<file path="src/rtl/arbitro_mux4_rr_if.sv">
// rtl/arbitro_mux4_rr_if.sv - requester/memory-mux bundle of the 4-way round-robin arbiter
interface arbitro_mux4_rr_if;
  logic [3:0] req;
  logic [3:0] wr_req;
  logic [1:0] controlador;
  logic [3:0] grant;
  logic       mem_wr;
  logic [3:0] ack;
  logic       busy;

  modport master (
    output req,
    output wr_req,
    input  controlador,
    input  grant,
    input  mem_wr,
    input  ack,
    input  busy
  );

  modport slave (
    input  req,
    input  wr_req,
    output controlador,
    output grant,
    output mem_wr,
    output ack,
    output busy
  );
endinterface

</file>
<file path="src/rtl/arbitro_mux4_rr.sv">
// rtl/arbitro_mux4_rr.sv - round-robin arbiter for the shared memory port, fixed-latency access timing
module arbitro_mux4_rr #(
  parameter int LATENCIA = 3,
  parameter int CW       = 2
) (
  input  logic             clk,
  input  logic             reset,
  arbitro_mux4_rr_if.slave bus
);

  localparam int CNTW = (LATENCIA > 1) ? $clog2(LATENCIA) : 1;

  typedef enum logic [1:0] {
    OCIOSO = 2'd0,
    ACESSO = 2'd1,
    LIBERA = 2'd2
  } estado_t;

  estado_t         estado, estado_nx;
  logic [CNTW-1:0] cnt, cnt_nx;
  logic [CW-1:0]   ptr, ptr_nx;
  logic [CW-1:0]   sel, sel_nx;
  logic [CW-1:0]   ctrl, ctrl_nx;
  logic [3:0]      grant, grant_nx;
  logic [3:0]      ack, ack_nx;
  logic            mem_wr, mem_wr_nx;
  logic            busy, busy_nx;

  logic [CW-1:0]   cand;
  logic [CW-1:0]   idx;
  logic [3:0]      onehot;
  logic            achou;

  // Scan starts one past the last-served requester, so rotation is strict.
  always_comb begin
    cand  = '0;
    idx   = '0;
    achou = 1'b0;
    for (int k = 1; k <= 4; k++) begin
      idx = ptr + CW'(k);
      if (!achou && bus.req[idx]) begin
        achou = 1'b1;
        cand  = idx;
      end
    end
    onehot = 4'b0001 << cand;
  end

  always_comb begin
    estado_nx = estado;
    cnt_nx    = cnt;
    ptr_nx    = ptr;
    sel_nx    = sel;
    ctrl_nx   = ctrl;
    grant_nx  = grant;
    ack_nx    = '0;
    mem_wr_nx = mem_wr;
    busy_nx   = busy;

    case (estado)
      OCIOSO: begin
        grant_nx  = '0;
        mem_wr_nx = 1'b0;
        busy_nx   = 1'b0;
        if (achou) begin
          sel_nx    = cand;
          ctrl_nx   = cand;
          grant_nx  = onehot;
          mem_wr_nx = bus.wr_req[cand];
          busy_nx   = 1'b1;
          cnt_nx    = CNTW'(LATENCIA - 1);
          ack_nx    = (LATENCIA == 1) ? onehot : 4'b0000;
          estado_nx = ACESSO;
        end
      end

      ACESSO: begin
        if (cnt == '0) begin
          grant_nx  = '0;
          mem_wr_nx = 1'b0;
          busy_nx   = 1'b0;
          ptr_nx    = sel;
          estado_nx = LIBERA;
        end else begin
          cnt_nx = cnt - CNTW'(1);
          // ack is registered, so it is raised on the edge into the final grant cycle
          if (cnt == CNTW'(1)) begin
            ack_nx = grant;
          end
        end
      end

      LIBERA: begin
        grant_nx  = '0;
        mem_wr_nx = 1'b0;
        busy_nx   = 1'b0;
        estado_nx = OCIOSO;
      end

      default: begin
        grant_nx  = '0;
        mem_wr_nx = 1'b0;
        busy_nx   = 1'b0;
        estado_nx = OCIOSO;
      end
    endcase
  end

  always_ff @(posedge clk) begin
    if (reset) begin
      estado <= OCIOSO;
      cnt    <= '0;
      ptr    <= {CW{1'b1}};
      sel    <= '0;
      ctrl   <= '0;
      grant  <= '0;
      ack    <= '0;
      mem_wr <= 1'b0;
      busy   <= 1'b0;
    end else begin
      estado <= estado_nx;
      cnt    <= cnt_nx;
      ptr    <= ptr_nx;
      sel    <= sel_nx;
      ctrl   <= ctrl_nx;
      grant  <= grant_nx;
      ack    <= ack_nx;
      mem_wr <= mem_wr_nx;
      busy   <= busy_nx;
    end
  end

  assign bus.controlador = ctrl;
  assign bus.grant       = grant;
  assign bus.ack         = ack;
  assign bus.mem_wr      = mem_wr;
  assign bus.busy        = busy;

endmodule

</file>
<file path="src/flat_wrapper.sv">
// flat-port wrapper written by rule: the top's interface ports become plain ports
module arbitro_mux4_rr_flat 
#(
  parameter int LATENCIA = 3,
  parameter int CW       = 2
)
  (clk, reset, bus_req, bus_wr_req, bus_controlador, bus_grant, bus_mem_wr, bus_ack, bus_busy);
  arbitro_mux4_rr_if bus_i ();
  input  logic clk;
  input  logic reset;
  input wire logic [$bits(bus_i.req)-1:0] bus_req;
  input wire logic [$bits(bus_i.wr_req)-1:0] bus_wr_req;
  output wire logic [$bits(bus_i.controlador)-1:0] bus_controlador;
  output wire logic [$bits(bus_i.grant)-1:0] bus_grant;
  output wire logic [$bits(bus_i.mem_wr)-1:0] bus_mem_wr;
  output wire logic [$bits(bus_i.ack)-1:0] bus_ack;
  output wire logic [$bits(bus_i.busy)-1:0] bus_busy;
  assign bus_i.req = bus_req;
  assign bus_i.wr_req = bus_wr_req;
  assign bus_controlador = bus_i.controlador;
  assign bus_grant = bus_i.grant;
  assign bus_mem_wr = bus_i.mem_wr;
  assign bus_ack = bus_i.ack;
  assign bus_busy = bus_i.busy;
  arbitro_mux4_rr #(.LATENCIA(LATENCIA), .CW(CW)) u_core (.clk(clk), .reset(reset), .bus(bus_i));
endmodule
</file>
<file path="config.mk">
export PLATFORM = sky130hd
export DESIGN_NAME = arbitro_mux4_rr_flat
export DESIGN_NICKNAME = d
export VERILOG_FILES = /design/src/rtl/arbitro_mux4_rr_if.sv /design/src/rtl/arbitro_mux4_rr.sv /design/src/flat_wrapper.sv
export SDC_FILE = /design/constraint.sdc
export NUM_CORES = 1
export LEC_CHECK = 0
export ABC_AREA = 1
export CORE_MARGIN = 1.5
export CORE_UTILIZATION = 54
export DETAILED_ROUTE_END_ITERATION = 7
export PLACE_DENSITY_LB_ADDON = 0.3
export SYNTH_ARGS = -nofsm -noshare
export SYNTH_HDL_FRONTEND = slang
export SYNTH_SLANG_ARGS = --single-unit
</file>
<file path="constraint.sdc">
create_clock -name clk -period 2.62 [get_ports clk]
set_input_delay 0.393 -clock clk [delete_from_list [all_inputs] [get_ports clk]]
set_output_delay 0.393 -clock clk [all_outputs]
set_load 0.1 [all_outputs]
</file>
==> impl_metrics.csv <==
group,metric,value,unit
synth,synth_compound_area_frac,0.0741,
sta,fin_crit_sh,0.741,
synth,synthesis.area,0.00113,mm2
synth,syn_inst,153,
synth,synth_top_family_by_area,"simple AND/OR/NAND/NOR gates",
global_routing,grt_pass1_wl,4060,um
drt,drt_iter0_drc,27,
floorplanning,rows,16,
global_routing,overflow,0,
sta,finClkSkew,0.00327,ns
sta,hold_slack,0.445,ns
drt,wl_per_cell,10.8,um
synth,synth_top_area_cell,"dfxtp_1",
synth,yosysSeqAreaShare,0.319,
placement,port_buffers,21,
critical_path,r2r-start,"u_core.ptr[0]$_SDFFE_PP1P_",
critical_path,cp_max_fo,12,
critical_path,startpoint,"u_core.ptr[0]$_SDFFE_PP1P_",
floorplanning,die_area,0.00238,mm2
clocking,clock_sinks,18,
global_routing,grt_util_all_layers,0.215,
sta,setup_violations,0,
placement,hpwlAfterDp,1720,um
synth,syn-num-nets,165,
clocking,tritoncts,"yes",
critical_path,r2r_slack,0.68,ns
clocking,clk_latency,0.29,ns
critical_path,crit_required,2.82,ns
finish,fill_cells,168,
synth,ys_warn_count,0,
sta,finalCriticalPeriod,1.94,ns
critical_path,worstSetupPathType,"reg -> reg",
power,pwr_density_cell,1460,mW/mm2
drt,postRouteAntennaNets,0,
job,drv_cap,0,
synth,synth_seq_cells,18,
power,ir_drop,0.925,mV
clocking,root_buffer,"clkbuf_4",
floorplanning,core_area,0.00196,mm2
synth,yosysMostFrequentCell,"nand2_1",
sta,fin_setup_tns,0,ns
floorplanning,die_y,48.8,um
sta,drv_slew,0,
drt,vias,1029,
synth,synth_edf_count,0,
clocking,cts_resized,0,
synth,ys_top_cells_by_area,"dfxtp_1 32%, nand2_1 13%, nand2_4 11%, inv_1 5.3%, nand3_1 4.9%",
synth,synth_xor_area_frac,0,
clocking,cts_made_buffers,3,
sta,grt_setup_unrepaired,"false",
synth,synth_top_area_frac,0.319,
drt,detail_route.first_pass.iterations,4,
finish,area_delta_synth_final,19.0,%
synth,async_flop_share,0,
clocking,clk_pin_slew,0.10,ns
clocking,holdBufCountCts,0,
synth,synth_mux_area_frac,0,
power,power,1.97,mW
global_routing,grt_max_degree,13,
power,p_leak,0.676,nW
finish,drive_above_1_share,0.280,
sta,max_freq,515,MHz
placement,place_ws,0.520,ns
clocking,cts_setup_buffers,0,
critical_path,rr_endpoint,"u_core.cnt[1]$_SDFFE_PP0P_",
critical_path,endpoint,"u_core.cnt[1]$_SDFFE_PP0P_",
floorplanning,initial_core_util,0.577,
finish,area.sequential,360,um2
drt,wl,2180,um
synth,syn_avg_cell_area,7.39,um2
critical_path,reg2reg_depth,13,
finish,multi_input_area,646,um2
global_routing,grt_pass1_vias,978,
floorplanning,die_w,48.8,um
synth,ys_dominant_reg_cell,"dfxtp_1",
drt,vias_per_cell,5.09,
worst_hold_path,holdCritPathClass,"reg -> reg",
synth,synthSimpleGateAreaFrac,0.475,
sta,tightestPinTransition,0.605,ns
critical_path,start_kind,"register",
status,status,"finished, final reports clean",
clocking,cts.htree.levels,1,
drt,drc,0,
sta,timing.final.ws_setup,0.679,ns
floorplanning,io_pins,22,
critical_path,endpoint_kind,"register",
finish,final_util,0.686,
synth,ys_types,27,
clocking,cts_buffer_depth,2,
finish,antenna_cells,0,
synth,synthAdderAreaFrac,0.0221,
global_routing,antenna_found_initial,0,
critical_path,cp.arrival,2.14,ns
sta,hold_viol,0,
synth,netlist_top_cells_count,"39 x nand2_1, 18 x dfxtp_1, 16 x inv_1",
sta,slew_headroom,0.595,
finish,layout.nets,188,
placement,place.gp.congestion,0.822,
where the power goes:
part / switching [mW] / internal [mW] / leakage, nW / total (mW)
clock: 0.0844 / 0.0847 / 0.0210 / 0.169
sequential: 0.0815 / 0.357 / 0.147 / 0.438
combinational: 0.973 / 0.386 / 0.507 / 1.36
total: 1.14 / 0.828 / 0.676 / 1.97
registers in the layout (all words and copies together), names as in the netlist:
register	count
u_core.sel	2
u_core.ptr	2
u_core.estado	2
u_core.bus.ack	4
u_core.bus.mem_wr	1
u_core.bus.grant	4
u_core.cnt	2
u_core.bus.busy	1
cells in the final DEF, fill, tap and decap left out, drive strengths merged:
master | Yosys | layout
nand2 | 55 | 55
inv | 22 | 22
nor2 | 19 | 19
dfxtp | 18 | 18
nand3 | 14 | 14
buf | 2 | 12
clkdlybuf4s50 | 0 | 9
a21oi | 7 | 7
nand4 | 5 | 5
clkbuf | 1 | 4
o211ai | 3 | 3
o21ai | 2 | 2
ha | 2 | 2
nand3b | 1 | 1
o21a | 1 | 1
nor3 | 1 | 1
how the worst min path moves through the flow:
stage                                                start  slack [ns]                            to  cells after the start
after floorplan                 u_core.cnt[0]$_SDFFE_PP0P_        0.45    u_core.cnt[0]$_SDFFE_PP0P_                      1
after global routing      u_core.bus.grant[2]$_SDFFE_PP0P_        0.50  u_core.bus.ack[2]$_SDFF_PP0_                      2
final                     u_core.bus.grant[1]$_SDFFE_PP0P_        0.45  u_core.bus.ack[1]$_SDFF_PP0_                      2
after global placement    u_core.bus.grant[2]$_SDFFE_PP0P_        0.43  u_core.bus.ack[2]$_SDFF_PP0_                      2
after detailed placement  u_core.bus.grant[1]$_SDFFE_PP0P_        0.43  u_core.bus.ack[1]$_SDFF_PP0_                      2
after CTS                 u_core.bus.grant[1]$_SDFFE_PP0P_        0.45  u_core.bus.ack[1]$_SDFF_PP0_                      2
critical path, cell delays in order, from the launching register on:
cell and delay (ns):
dfxtp_1 0.60, inv_6 0.14, nand2_1 0.10, nand2_1 0.10
nand2_4 0.12, nand2_4 0.08, nor2_8 0.12, nand3_2 0.09
nand2_4 0.10, inv_2 0.06, nor2_4 0.09, inv_2 0.06
o211ai_2 0.13, inv_1 0.05
final cells by class:
cell class              count  share of cell area
well taps                  27              0.0251
clock buffers               4              0.0270
repair buffers             21               0.134
flip-flops and latches     18               0.268
inverters                  22              0.0669
multi-input cells         110               0.480
routing by layer:
layer  share of wire  global-route usage  wire length [um]
met2            0.49               0.372              1070
met4          0.0082              0.0619                18
met5               0                   0                 0
met1            0.47               0.264              1020
met3           0.038              0.0525                84
per-stage QoR:
step           instances  instance area [um2]
6_report             202                 1350
5_1_grt              202                 1350
4_1_cts              202                 1350
3_5_place_dp         198                 1310
3_3_place_gp         198                 1310
2_1_floorplan        153                 1130
logic make-up (layout without fill, tap and decap cells):
kind of cell	Yosys count	count (layout)
AOI/OAI and AO/OA	13	13
adders and majority gates	2	2
buffers and inverters	25	47
DFF	18	18
and+or+nand+nor	95	95
Note: power is estimated with default switching activity, not from simulation.
